[config.mk]
export PLATFORM = sky130hd
export DESIGN_NAME = seq_divider_flat
export DESIGN_NICKNAME = d
export VERILOG_FILES = /design/src/rtl/seq_divider_if.sv /design/src/rtl/seq_divider.sv /design/src/flat_wrapper.sv
export SDC_FILE = /design/constraint.sdc
export NUM_CORES = 1
export LEC_CHECK = 0
export CAP_MARGIN = 20
export CORE_MARGIN = 10
export CORE_UTILIZATION = 24
export CTS_CLUSTER_DIAMETER = 50
export CTS_CLUSTER_SIZE = 25
export DETAILED_ROUTE_END_ITERATION = 7
export PLACE_DENSITY_LB_ADDON = 0.3
export SLEW_MARGIN = 40
export SYNTH_ARGS = -nofsm -noshare
export SYNTH_HDL_FRONTEND = slang
export SYNTH_SLANG_ARGS = --single-unit
[constraint.sdc]
create_clock -name clk -period 2.4 [get_ports clk]
set_input_delay 0.24 -clock clk [delete_from_list [all_inputs] [get_ports clk]]
set_output_delay 0.24 -clock clk [all_outputs]
set_load 0.02 [all_outputs]
[src/rtl/seq_divider_if.sv]
// Start/busy/done handshake bundle between a divider client and seq_divider.
interface seq_divider_if #(
    parameter int WIDTH = 4
);
    logic             start;
    logic             signed_mode;
    logic [WIDTH-1:0] dividend;
    logic [WIDTH-1:0] divisor;
    logic             busy;
    logic             done;
    logic [WIDTH-1:0] quotient;
    logic [WIDTH-1:0] remainder;
    logic             div_by_zero;
    logic             overflow;

    modport master (
        output start, signed_mode, dividend, divisor,
        input  busy, done, quotient, remainder, div_by_zero, overflow
    );

    modport slave (
        input  start, signed_mode, dividend, divisor,
        output busy, done, quotient, remainder, div_by_zero, overflow
    );
endinterface

[src/rtl/seq_divider.sv]
// Restoring shift/subtract divider, one quotient bit per clock, unsigned or
// two's-complement operands, with divide-by-zero and signed-overflow flags.
//
// state | meaning
// IDLE  | waiting for start, results held
// RUN   | one trial subtraction per cycle, WIDTH cycles
// FIX   | apply result signs, publish quotient/remainder
// DONE  | done pulse; start here begins the next division
module seq_divider #(
    parameter int WIDTH = 4
) (
    input  logic          clk,
    input  logic          rst_n,
    seq_divider_if.slave  bus
);
    localparam int CW = $clog2(WIDTH + 1);

    typedef enum logic [1:0] {IDLE, RUN, FIX, DONE} state_t;

    state_t           state;
    logic [WIDTH-1:0] r_q;
    logic [WIDTH-1:0] q_q;
    logic [WIDTH-1:0] dmag_q;
    logic [CW-1:0]    cnt;
    logic             neg_quo;
    logic             neg_rem;
    logic             ovf_pend;

    logic             dvd_neg;
    logic             dvs_neg;
    logic [WIDTH-1:0] dvd_mag;
    logic [WIDTH-1:0] dvs_mag;
    logic             is_zero;
    logic             is_ovf;
    logic [WIDTH:0]   r_sh;
    logic [WIDTH-1:0] r_sub;
    logic             take;
    logic [WIDTH-1:0] q_fix;
    logic [WIDTH-1:0] r_fix;

    always_comb begin
        dvd_neg = bus.signed_mode & bus.dividend[WIDTH-1];
        dvs_neg = bus.signed_mode & bus.divisor[WIDTH-1];
        dvd_mag = dvd_neg ? -bus.dividend : bus.dividend;
        dvs_mag = dvs_neg ? -bus.divisor : bus.divisor;
        is_zero = (bus.divisor == '0);
        is_ovf  = bus.signed_mode
                  && (bus.dividend == {1'b1, {(WIDTH-1){1'b0}}})
                  && (bus.divisor == '1);
        // The kept remainder is always below the divisor, so WIDTH bits hold
        // it; only the shifted trial value needs the extra bit.
        r_sh    = {r_q, q_q[WIDTH-1]};
        take    = (r_sh >= {1'b0, dmag_q});
        r_sub   = r_sh[WIDTH-1:0] - dmag_q;
        q_fix   = neg_quo ? -q_q : q_q;
        r_fix   = neg_rem ? -r_q : r_q;
    end

    always_ff @(posedge clk) begin
        if (!rst_n) begin
            state           <= IDLE;
            bus.busy        <= 1'b0;
            bus.done        <= 1'b0;
            bus.quotient    <= '0;
            bus.remainder   <= '0;
            bus.div_by_zero <= 1'b0;
            bus.overflow    <= 1'b0;
            cnt             <= '0;
            r_q             <= '0;
            q_q             <= '0;
            dmag_q          <= '0;
            neg_quo         <= 1'b0;
            neg_rem         <= 1'b0;
            ovf_pend        <= 1'b0;
        end else begin
            case (state)
                IDLE, DONE: begin
                    bus.done <= 1'b0;
                    if (bus.start) begin
                        if (is_zero) begin
                            state           <= DONE;
                            bus.done        <= 1'b1;
                            bus.busy        <= 1'b0;
                            bus.quotient    <= '1;
                            bus.remainder   <= bus.dividend;
                            bus.div_by_zero <= 1'b1;
                            bus.overflow    <= 1'b0;
                        end else begin
                            state           <= RUN;
                            bus.busy        <= 1'b1;
                            bus.div_by_zero <= 1'b0;
                            bus.overflow    <= 1'b0;
                            ovf_pend        <= is_ovf;
                            neg_quo         <= dvd_neg ^ dvs_neg;
                            neg_rem         <= dvd_neg;
                            q_q             <= dvd_mag;
                            dmag_q          <= dvs_mag;
                            r_q             <= '0;
                            cnt             <= CW'(WIDTH);
                        end
                    end else if (state == DONE) begin
                        state <= IDLE;
                    end
                end
                RUN: begin
                    r_q <= take ? r_sub : r_sh[WIDTH-1:0];
                    q_q <= {q_q[WIDTH-2:0], take};
                    cnt <= cnt - CW'(1);
                    if (cnt == CW'(1)) begin
                        state <= FIX;
                    end
                end
                FIX: begin
                    bus.quotient  <= q_fix;
                    bus.remainder <= r_fix;
                    bus.overflow  <= ovf_pend;
                    bus.busy      <= 1'b0;
                    bus.done      <= 1'b1;
                    state         <= DONE;
                end
                default: begin
                    state <= IDLE;
                end
            endcase
        end
    end
endmodule

[src/flat_wrapper.sv]
// flat-port wrapper written by rule: the top's interface ports become plain ports
module seq_divider_flat 
#(
    parameter int WIDTH = 4
)
  (clk, rst_n, bus_start, bus_signed_mode, bus_dividend, bus_divisor, bus_busy, bus_done, bus_quotient, bus_remainder, bus_div_by_zero, bus_overflow);
  seq_divider_if #(.WIDTH(WIDTH)) bus_i ();
  input  logic clk;
  input  logic rst_n;
  input wire logic [$bits(bus_i.start)-1:0] bus_start;
  input wire logic [$bits(bus_i.signed_mode)-1:0] bus_signed_mode;
  input wire logic [$bits(bus_i.dividend)-1:0] bus_dividend;
  input wire logic [$bits(bus_i.divisor)-1:0] bus_divisor;
  output wire logic [$bits(bus_i.busy)-1:0] bus_busy;
  output wire logic [$bits(bus_i.done)-1:0] bus_done;
  output wire logic [$bits(bus_i.quotient)-1:0] bus_quotient;
  output wire logic [$bits(bus_i.remainder)-1:0] bus_remainder;
  output wire logic [$bits(bus_i.div_by_zero)-1:0] bus_div_by_zero;
  output wire logic [$bits(bus_i.overflow)-1:0] bus_overflow;
  assign bus_i.start = bus_start;
  assign bus_i.signed_mode = bus_signed_mode;
  assign bus_i.dividend = bus_dividend;
  assign bus_i.divisor = bus_divisor;
  assign bus_busy = bus_i.busy;
  assign bus_done = bus_i.done;
  assign bus_quotient = bus_i.quotient;
  assign bus_remainder = bus_i.remainder;
  assign bus_div_by_zero = bus_i.div_by_zero;
  assign bus_overflow = bus_i.overflow;
  seq_divider #(.WIDTH(WIDTH)) u_core (.clk(clk), .rst_n(rst_n), .bus(bus_i));
endmodule
# Yosys cells after proc, flatten, opt, wreduce, memory -nomap -nowiden
# Cells that the tools add are included.
[word_totals]
mem_bits_ro = 0
ff_bits = 32
mem_bits_rw = 0
in_bits = 12
memories = 0
latch_bits = 0
[op_classes]
addsub = 6
muxes = 33
bitwise_logic = 4
n_eq_ne = 11
shift = 0
reduce_logical = 13
magnitude_cmp = 1
n_div = 0
mul = 0
[op_table]
columns = ["op", "n"]
rows = [
  ["4-bit 2-to-1 mux", 13],
  ["4-bit case mux with 2 select lines", 4],
  ["4-bit negation", 4],
  ["3-bit AND reduction", 3],
  ["4-bit == test (second input constant)", 2],
  ["2-bit 2-to-1 mux", 4],
  ["3-bit 2-to-1 mux", 2],
  ["1-bit case mux with 2 select lines", 3],
  ["2-bit case mux with 3 select lines", 1],
  ["3-bit case mux with 2 select lines", 1],
  ["2-bit AND reduction", 3],
  ["5-bit by 4-bit greater-or-equal comparator with 1-bit output", 1],
  ["1-bit 2-to-1 mux", 5],
  ["2-bit == test (second input constant)", 2],
  ["4-bit logical NOT", 1],
  ["2-bit by 1-bit inequality test with 1-bit output (second input constant)", 2],
  ["2-bit inequality test (second input constant)", 2],
  ["2-bit nonzero test", 2],
  ["4-bit subtractor", 1],
  ["3-bit by 1-bit == test with 1-bit output (second input constant)", 1],
  ["3-bit by 2-bit inequality test with 1-bit output (second input constant)", 1],
  ["3-bit by 1-bit subtractor with 3-bit output (second input constant)", 1],
  ["1-bit AND", 2],
  ["2-bit by 1-bit == test with 1-bit output (second input constant)", 1],
  ["5 further kinds", 6],
]

# Longest topological paths before layout
# Gate-level depths: netlist of run 1.
[logic_depth]
ltp_word = 5
depth_mapped = 8

# Worst setup path before layout of run 1
# No wires, ideal clock.
[synth_timing]
kind = "register -> register"
start = "register u_core.state[0]"
end = "register u_core.ovf_pend"
arrival_ns = 1.658
synth_period_minus_slack_ns = 1.723
path_slack_ns = 0.677
setup_ns = 0.065
n_path_buf = 1
path_stages_with_launch = 9
cell_sequence = "dfxtp_1 inv_1 ha_1 nand2_2 or2_0 buf_2 nor4_2 a21oi_1 nor2_1"
[synth_via]
elab_chain_len = 3
elab_cells_between_ends = 4
classes_between = "1 x eq/ne; 3 x reduce/logical"
[synth_rtl]
columns = ["item", "line_no", "text"]
rows = [
  ["from (decl)", "seq_divider.sv:20", "state_t state;"],
  ["from (signal assigned)", "seq_divider.sv:61", "state <= IDLE;"],
  ["from (signal assigned)", "seq_divider.sv:81", "state <= DONE;"],
  ["from (signal assigned)", "seq_divider.sv:89", "state <= RUN;"],
  ["2-bit == test / 2-bit logical NOT (equally long branches)", "seq_divider.sv:76", "case (state)"],
  ["2-bit OR reduction (*)", "seq_divider.sv:76", ""],
  ["3-bit AND reduction (no source line) (*)", "--", ""],
  ["to (signal assigned)", "seq_divider.sv:93", "ovf_pend <= is_ovf;"],
  ["to (decl)", "seq_divider.sv:27", "logic ovf_pend;"],
]
# Mark *: on every way between the ends. The rest lies on a longest branch, timed or not.
# A chain may end at the register's enable or synchronous reset.

# Worst setup path after layout of run 1
[layout_timing]
start = "input port bus_divisor[0]"
end = "register u_core.ovf_pend"
[layout_via]
elab_chain_len = 3
elab_cells_between_ends = 5
classes_between = "1 x eq/ne; 1 x bitwise; 3 x reduce/logical"
[layout_rtl]
columns = ["item", "line_no", "text"]
rows = [
  ["from (decl)", "flat_wrapper.sv:13", "input wire logic [$bits(bus_i.divisor)-1:0] bus_divisor;"],
  ["4-bit logical NOT", "seq_divider.sv:46", "is_zero = (bus.divisor == '0);"],
  ["1-bit NOT (no source line)", "--", ""],
  ["3-bit AND reduction (no source line)", "--", ""],
]
# Several ways; a longest one is shown, not always the timed one.

==> results of run 1 <==
## per-stage QoR
| step | hold slack, ns | cells | total power (W) |
|---|---|---|---|
| 6_report | 0.4646 | 344 | 0.002512 |
| 2_1_floorplan | 0.3760 | 216 | 0.001697 |
| 3_5_place_dp | 0.4589 | 336 | 0.002079 |
| 5_1_grt | 0.4985 | 344 | 0.002746 |
| 3_3_place_gp | 0.4515 | 336 | 0.002073 |
| 4_1_cts | 0.4697 | 344 | 0.002542 |
## registers in the layout, summed over array words and instances, names as in the netlist, 2 cells and up
name / count
u_core.bus.quotient: 4
u_core.bus.remainder: 4
u_core.dmag_q: 4
u_core.q_q: 4
u_core.cnt: 3
u_core.state: 2
u_core.r_q: 4
## power by group through the flow
stage          Sequential (W)  Combinational (W)  Clock, W
2_1_floorplan        0.000850           0.000847         0
3_3_place_gp         0.000808            0.00126         0
3_5_place_dp         0.000807            0.00127         0
4_1_cts              0.000795            0.00128  0.000463
5_1_grt              0.000817            0.00144  0.000492
6_report             0.000794            0.00127  0.000449
## placed cells by master, fill, tap and decap left out, types with 2 or more instances in the layout
cell             synthesis  layout
nor2_1                  24      24
o221a_2                  3       3
ha_1                    15      15
a21oi_1                 16      16
or2b_1                   2       2
nand2_1                 23      23
nand3b_1                 3       3
mux2_2                   2       2
clkdlybuf4s50_1          0      23
buf_4                    0       5
a211oi_1                 3       3
mux2i_1                  6       6
dfxtp_1                 32      32
inv_1                   18      18
xnor2_1                  4       4
clkinvlp_4               0       2
xor2_1                   6       6
nand2b_1                 3       3
o21ai_1                  2       2
nand3_1                  6       6
o31ai_1                  4       4
clkbuf_8                 0       6
nor3_1                   2       2
o21ai_0                 10      10
o22ai_1                  2       2
## worst reg2reg max path: cells and delay by family (launching register included)
family	cells	cell delay (ns)
AO/OA/AOI/OAI	1	0.07
AND/OR/NAND/NOR	4	0.90
adder cells (fa/ha/maj)	1	0.38
flip-flops	1	0.41
buffers and inverters	1	0.07
## path summary, 6_finish.rpt
| path | start | endpoint |
|---|---|---|
| setup / recovery | bus_divisor[0] | u_core.ovf_pend |
| hold / removal | u_core.dmag_q[3] | u_core.dmag_q[3] |
| setup reg to reg | u_core.state[0] | u_core.ovf_pend |
| hold reg to reg | u_core.dmag_q[3] | u_core.dmag_q[3] |
## per-layer routing
| layer | vias up | GRT usage |
|---|---|---|
| li1 | 801 | - |
| met1 | 688 | 0.1116 |
| met2 | 38 | 0.1067 |
| met3 | 8 | 0.03832 |
| met4 | 0 | 0.02901 |
| met5 | - | 0 |
## logic make-up after synthesis
kind of cell	count (synthesis)	share of synthesized area
flip-flops	32	0.3541
AND/OR/NAND/NOR	74	0.2006
multiplexers	8	0.04564
XOR/XNOR	10	0.04841
AO/OA/AOI/OAI	51	0.1826
adder cells (fa/ha/maj)	16	0.1148
buffers and inverters	25	0.05393
## layout make-up
cell class,instances,area [µm²]
fillers,823,5024
multi-input cells,159,1071
clock buffers,6,82.58
clock inverters,2,15.01
well taps,99,123.9
flip-flops and latches,32,640.6
repair buffers,28,267.8
inverters,18,67.56
==> flow_summary.yaml, run 1 <==
outcome:
  outcome: "finished, final reports clean"
layout:
  nets: 272
  fin_util: 0.3111
  antennaDiodeCount: 0
  drive_above_1_share: 0.09388
  synthToLayoutAreaGrowth_pct: 25.38
  layout_cell_area_excl_fill_um2: 2268
route:
  total_length_of_routed_wires_um: 4430
  wirelength_met1_um: 2353
  wl_met2_um: 1681
  dr_total_vias: 1535
  drt_pass1_iterations: 4
  detail_route.wl_per_cell_um: 12.88
  final_antenna_net_count: 0
  drcViolationCount: 0
  drt-vias-per-instance: 4.462
  routed_length_on_met3_um: 335
  top_layer_used: "met4"
  detail_route.iter0.violations: 61
logic_synthesis:
  synth.area.top_cells: "dfxtp_1, ha_1, nor2_1"
  post_synth.cell_area_avg_um2: 8.376
  synthesis.yosys.warnings: 0
  number_of_flops_mapped_to_enable_cells_by_yosys: 0
  number_of_distinct_library_cells_after_synthesis: 46
  postSynthNetCount: 244
  synthTopCellsByCount: "dfxtp_1, nor2_1, nand2_1"
  synth_ff_type: "dfxtp_1"
  synthesized_area_um2: 1809
  synth_top_area_frac: 0.3541
  synth_async_sr_flop_share: 0
  ys_ff_latch: 32
  syn-instance-count: 216
  synth.yosys.seq_area_share: 0.3541
  cell_type_with_the_highest_aggregate_area_in_the_netlist: "dfxtp_1"
  post-synth-top-count-cell: "dfxtp_1"
global_routing:
  grt_start_max_net_pins: 15
  grt_pass1_vias: 1537
  overflow: 0
  grt_antenna_before_repair: 0
  grt_first_pass_wirelength_um: 7541
  overall_track_demand_over_capacity_in_global_routing: 0.08134
clocking:
  cts-hold-fix-buffers: 0
  cts-resized-gates: 0
  clkLatencyLatePin_ns: 0.29
  clock_tree.buffer_depth: 2
  cts_buffers: 5
  cts_htree_levels: 2
  cts-root-buf: "clkbuf_8"
  cts_num_sinks: 32
  postCtsSetupRepairBufs: 0
  cts_tree: "built"
  path_clk_slew_ns: 0.07
floorplanning:
  placeableCoreArea_um2: 7292
  initial_utilization: 0.2481
  floorplan.rows: 31
  die_width_um: 106.8
  floorplan.io_pins: 24
  fp.dieH_um: 106.8
  fp.dieArea_um2: 11410
worst_setup_path:
  r2r_setup_slack_ns: 0.51
  timing.critical_path.cells: "clkdlybuf4s50_1, inv_1, ha_1, nor3b_1, or2_0, nor4_2, a21oi_1, nor2_1"
  slowest_stage: "clkdlybuf4s50_1"
  slowest_stage_delay_on_critical_path_ns: 0.47
  worstSetupStartpointType: "input pin"
  worstPathArrival_ns: 2.11
  worst_setup_path_end_kind: "flip-flop"
  timing.reg2reg.worst_path_depth: 7
  required_time_of_the_worst_setup_path_ns: 2.59
  worst-setup-path-type: "in -> reg"
  worstPathBufferInverterCount: 2
  cp.depth: 8
  timing.critical_path.max_delay_family: "simple AND/OR/NAND/NOR gates"
  timing.critical_path.fanout_max: 8
timing:
  achievable-frequency_mhz: 518.6
  timing_worst_slew_pin_value_ns: 0.4974
  skew_ns: 0.008673
  hold_viol: 0
  worst_slack_ns: 0.4717
  unrepaired_setup_endpoints_after_global_routing: "no"
  final.setup.tns_ns: 0
  period_needed_ns: 1.928
  timing.slew.headroom: 0.6684
  setup_viol_count_final: 0
  drv_slew: 0
  finalCritPeriodShare: 0.8035
worst_hold_path:
  worst_hold_path.num_cells: 2
  hold_crit_class: "reg -> reg"
power:
  power_frac_clock: 0.179
  peakVddDrop_v: 0.0004989
  power_frac_seq: 0.316
  power_switching_share: 0.4106
  intPower_w: 0.001481
  net-switching-power_w: 0.001031
  leakagePower_nw: 0.8667
  power_density_nw_per_um2: 1107
  share_comb_of_total_power: 0.505
job:
  timing.max_cap.violations: 0
place:
  post-dp-hpwl_um: 3425
  globalplace.congestion: 0.7932
  placed_area_um2: 2171
  port-buffer-count: 23
  dpl_worst_slack_ns: 0.1737
Power figures use the tool's default switching activity.
==> inputs of run 2 (changes only) <==
Clock period 2.4 ns to 2 ns, I/O delays scaled along.
==> run 2 against run 1 <==
Effect of this change:
- cell count is 4.4% higher
- cell area is 5.7% higher
- setup slack worse by 0.34 ns
- clock power up 45%
- via count rose by 3.6%
- combinational power is 30% higher
- global-route usage increased by 0.063 points
- register-to-register slack worse by 0.37 ns
- sequential share of layout area fell by 1.5 points
- power grew 29%
- die area stayed put
- routed wire length grew 1.5%
- critical path type is now reg -> reg
- critical endpoint is now u_core.r_q[0]
==> flow_summary.yaml, run 2 (synthesis results as in run 1) <==
timing:
  timing.slew.headroom: 0.6897
  achievable-frequency_mhz: 536.3
  hold_viol: 0
  drv_slew: 0
  hold_ws_ns: 0.4611
  setup_viol_count_final: 0
  timing_worst_slew_pin_value_ns: 0.4644
  worst_slack_ns: 0.1353
  final.setup.tns_ns: 0
  period_needed_ns: 1.865
  unrepaired_setup_endpoints_after_global_routing: "no"
  skew_ns: 0.007230
  finalCritPeriodShare: 0.9324
clocking:
  postCtsSetupRepairBufs: 0
  clock_tree.buffer_depth: 2
  clkLatencyLatePin_ns: 0.29
  cts_htree_levels: 2
  cts-resized-gates: 0
  cts_buffers: 5
  cts-root-buf: "clkbuf_8"
  cts_tree: "built"
  cts-hold-fix-buffers: 0
  path_clk_slew_ns: 0.08
  cts_num_sinks: 32
global_routing:
  grt_pass1_vias: 1582
  grt_antenna_before_repair: 0
  overall_track_demand_over_capacity_in_global_routing: 0.08197
  overflow: 0
  grt_start_max_net_pins: 19
  grt_first_pass_wirelength_um: 7693
floorplanning:
  fp.dieArea_um2: 11410
  fp.dieH_um: 106.8
  die_width_um: 106.8
  placeableCoreArea_um2: 7292
  floorplan.io_pins: 24
  floorplan.rows: 31
  initial_utilization: 0.2481
power:
  peakVddDrop_v: 0.0006799
  leakagePower_nw: 0.9532
  intPower_w: 0.001960
  power_switching_share: 0.3947
  power_density_nw_per_um2: 1350
  power_frac_clock: 0.202
  net-switching-power_w: 0.001278
  power_frac_seq: 0.290
  share_comb_of_total_power: 0.508
layout:
  finish.cell_count_without_fillers: 359
  antennaDiodeCount: 0
  nets: 287
  drive_above_1_share: 0.1462
  mostFrequentLayoutCell: "dfxtp_1"
  layout.cells.most_common_list: "dfxtp_1, nor2_1, nand2_1, clkdlybuf4s50_1, buf_4"
  synthToLayoutAreaGrowth_pct: 32.57
worst_setup_path:
  worst_setup_path_end_kind: "flip-flop"
  worstSetupStartpointType: "flip-flop"
  worst-setup-path-type: "reg -> reg"
  required_time_of_the_worst_setup_path_ns: 2.23
  worstPathArrival_ns: 2.09
  timing.critical_path.fanout_max: 5
route:
  detail_route.iter0.violations: 48
  detail_route.wl_per_cell_um: 12.53
  drt_pass1_iterations: 4
  drcViolationCount: 0
  drt-vias-per-instance: 4.432
  total_length_of_routed_wires_um: 4498
  dr_total_vias: 1591
  final_antenna_net_count: 0
job:
  timing.max_cap.violations: 0
place:
  post-dp-hpwl_um: 3478
  port-buffer-count: 23
  dpl_worst_slack_ns: -0.07746
  place.detailed.instances: 351
  globalplace.congestion: 0.7956
worst_hold_path:
  hold_crit_class: "reg -> reg"
outcome:
  outcome: "finished, final reports clean"
run 2: changes by cell type in the layout (fill, tap and decap cells not counted), sizes merged:
cell      delta
buf         +15
bufinv       +1
clkbuf       -1
clkinvlp     -1
inv          +1
run 2: final timing paths:
check	slack (ns)	start	to	cells past startpoint
max reg2reg	0.14	u_core.dmag_q[2]	u_core.r_q[0]	7
min reg2reg	0.46	u_core.bus.remainder[2]	u_core.bus.remainder[2]	2
max	0.14	u_core.dmag_q[2]	u_core.r_q[0]	7
min	0.46	u_core.bus.remainder[2]	u_core.bus.remainder[2]	2
run 2: power by group through the flow:
stage                     logic, W  clock network [W]  registers, W
after floorplan            0.00102                  0       0.00102
after global placement     0.00164                  0      0.000956
after CTS                  0.00166           0.000668      0.000942
after global routing       0.00185           0.000691      0.000968
final                      0.00165           0.000653      0.000939
after detailed placement   0.00165                  0      0.000956
run 2: through the flow:
step	cell area [µm²]	util	total power (W)
after floorplan	1809	-	0.002037
after global placement	2283	0.3131	0.002600
after detailed placement	2283	0.3131	0.002609
after CTS	2399	0.3289	0.003274
after global routing	2399	0.3289	0.003512
final	2399	0.3289	0.003238
run 2: critical path, cell delays in order, from the launching register on:
cell      delay (ns)
dfxtp_1         0.34
inv_1           0.05
ha_1            0.34
or2_1           0.22
a211oi_1        0.32
a21oi_2         0.14
mux2_2          0.30
o21ai_1         0.10
run 2: area by class of cell:
| cell class | instances | area (µm²) |
|---|---|---|
| clock buffer | 5 | 68.82 |
| clock inverter | 3 | 46.29 |
| fill | 805 | 4893 |
| inverter | 18 | 67.56 |
| multi-input combinational | 159 | 1071 |
| sequential | 32 | 640.6 |
| tap | 99 | 123.9 |
| timing repair buffer | 43 | 380.4 |
run 2: layer usage:
layer | wire length [µm] | vias to the layer above | GRT usage
li1 | - | 835 | -
met1 | 2447 | 716 | 0.1162
met2 | 1672 | 35 | 0.1062
met3 | 316 | 5 | 0.03054
met4 | 62 | 0 | 0.03482
met5 | 0 | - | 0
==> inputs of run 3 (changes only) <==
Clock period 2 ns to 2.34 ns, I/O delays scaled along.
==> run 3 against run 2 <==
Effect of this change:
- via count shrank 2.9%
- global-route usage down 0.41 points
- clock power is 10% lower
- utilization decreased by 1.5 points
- register-to-register slack improved by 0.23 ns
- setup slack improved by 0.23 ns
==> flow_summary.yaml, run 3 (synthesis results as in run 1) <==
layout:
  sequential_cell_area_um2: 640.6
  mostFrequentLayoutCell: "dfxtp_1"
  finish.cell_count_without_fillers: 343
  fillers: 810
  multiInputGateArea_um2: 1071
  drive_above_1_share: 0.09016
  layout.cells.most_common_list: "dfxtp_1, nor2_1, nand2_1, clkdlybuf4s50_1, inv_1"
  synthToLayoutAreaGrowth_pct: 26.56
  antennaDiodeCount: 0
  fin_util: 0.3140
  nets: 271
route:
  final_antenna_net_count: 0
  top_layer_used: "met4"
  total_length_of_routed_wires_um: 4230
  drt-vias-per-instance: 4.504
  drcViolationCount: 0
  detail_route.wl_per_cell_um: 12.33
  detail_route.iter0.violations: 52
  routed_length_on_met3_um: 261
  drt_pass1_iterations: 4
  wirelength_met1_um: 2298
  wl_met2_um: 1619
  dr_total_vias: 1545
clocking:
  postCtsSetupRepairBufs: 0
  cts-hold-fix-buffers: 0
  cts-resized-gates: 0
  cts_buffers: 5
  cts_htree_levels: 2
  cts-root-buf: "clkbuf_8"
  path_clk_slew_ns: 0.07
  cts_tree: "built"
  clkLatencyLatePin_ns: 0.28
  clock_tree.buffer_depth: 2
  cts_num_sinks: 32
floorplanning:
  fp.dieArea_um2: 11410
  floorplan.io_pins: 24
  placeableCoreArea_um2: 7292
  die_width_um: 106.8
  fp.dieH_um: 106.8
  initial_utilization: 0.2481
  floorplan.rows: 31
global_routing:
  grt_start_max_net_pins: 21
  overall_track_demand_over_capacity_in_global_routing: 0.07788
  grt_pass1_vias: 1518
  grt_first_pass_wirelength_um: 7300
  overflow: 0
  grt_antenna_before_repair: 0
timing:
  unrepaired_setup_endpoints_after_global_routing: "no"
  timing.slew.headroom: 0.6619
  skew_ns: 0.007522
  setup_viol_count_final: 0
  period_needed_ns: 1.973
  final.setup.tns_ns: 0
  timing_worst_slew_pin_value_ns: 0.5072
  achievable-frequency_mhz: 506.8
  finalCritPeriodShare: 0.8432
  hold_viol: 0
  drv_slew: 0
power:
  power_density_nw_per_um2: 1171
  peakVddDrop_v: 0.0005002
  power_frac_seq: 0.303
  share_comb_of_total_power: 0.478
  power_frac_clock: 0.219
  leakagePower_nw: 0.8830
  intPower_w: 0.001649
  power_switching_share: 0.3854
  report.power.total_w: 0.002682
  net-switching-power_w: 0.001034
worst_setup_path:
  r2r-end: "u_core.cnt[0]"
  timing.critical_path.fanout_max: 11
  slowest_stage_delay_on_critical_path_ns: 0.45
  r2r_setup_slack_ns: 0.37
  timing.critical_path.cells: "inv_1, ha_1, nand2b_1, o21ai_1, buf_4, nand2_1, mux2_2, nor2_1"
  timing.reg2reg.worst_path_depth: 8
  end_point_of_the_critical_path: "u_core.cnt[0]"
  worstSetupStartpointType: "flip-flop"
  critical_path.reg2reg.startpoint: "u_core.state[0]"
  crit_path_start: "u_core.state[0]"
  worst-setup-path-type: "reg -> reg"
  slowest_stage: "ha_1"
  worstPathArrival_ns: 2.20
  required_time_of_the_worst_setup_path_ns: 2.57
  worst_setup_path_end_kind: "flip-flop"
outcome:
  outcome: "finished, final reports clean"
place:
  post-dp-hpwl_um: 3258
  globalplace.congestion: 0.7868
  place.detailed.instances: 335
  port-buffer-count: 23
job:
  timing.max_cap.violations: 0
worst_hold_path:
  hold_crit_class: "reg -> reg"
  worst_hold_path.num_cells: 2
[run 3: changes by cell type in the layout (fill, tap and decap cells not counted), sizes merged]
cell      change
inv           -1
clkinvlp      -1
buf          -16
clkbuf        +2
[run 3: power groups by stage]
stage                     Combinational [W]  Clock (W)  Sequential, W
final                               0.00128   0.000587       0.000814
after detailed placement            0.00129          0       0.000828
after global routing                0.00145   0.000624       0.000837
after floorplan                    0.000869          0       0.000872
after global placement              0.00128          0       0.000828
after CTS                           0.00129   0.000599       0.000816
[run 3: layer usage]
layer | vias up | track usage
met5 | - | 0
met2 | 33 | 0.1036
met3 | 6 | 0.03353
met1 | 702 | 0.1081
li1 | 804 | -
met4 | 0 | 0.02611
[run 3: area by class of cell]
class / count / share of cell area
inverter: 18 / 0.02951
multi-input combinational: 159 / 0.4678
clock buffer: 7 / 0.04208
clock inverter: 1 / 0.01311
sequential: 32 / 0.2798
tap: 99 / 0.05410
timing repair buffer: 27 / 0.1137
[run 3: critical path, delay by kind of cell, from the launching register on]
kind	cells	cell delay, ns
mux	1	0.28
simple gates	3	0.42
compound gates	1	0.09
fa+ha+maj	1	0.45
flops	1	0.41
buf+inv	2	0.25
[run 3: how the worst min path moves through the flow]
stage	slack, ns	endpoint	from
after floorplan	0.37	u_core.dmag_q[0]	bus_divisor[0]
after global placement	0.45	u_core.bus.remainder[2]	u_core.bus.remainder[2]
after detailed placement	0.45	u_core.bus.remainder[2]	u_core.bus.remainder[2]
after CTS	0.46	u_core.bus.remainder[2]	u_core.bus.remainder[2]
after global routing	0.50	u_core.cnt[1]	u_core.cnt[1]
final	0.46	u_core.bus.remainder[2]	u_core.bus.remainder[2]
[run 3: metrics by stage]
step / cell area (µm²) / setup slack, ns / hold slack, ns
after global routing: 2290 / 0.1447 / 0.4993
after global placement: 2163 / 0.2521 / 0.4510
final: 2290 / 0.3669 / 0.4603
after detailed placement: 2163 / 0.1976 / 0.4549
after CTS: 2290 / 0.3647 / 0.4640
after floorplan: 1809 / 0.6168 / 0.3700
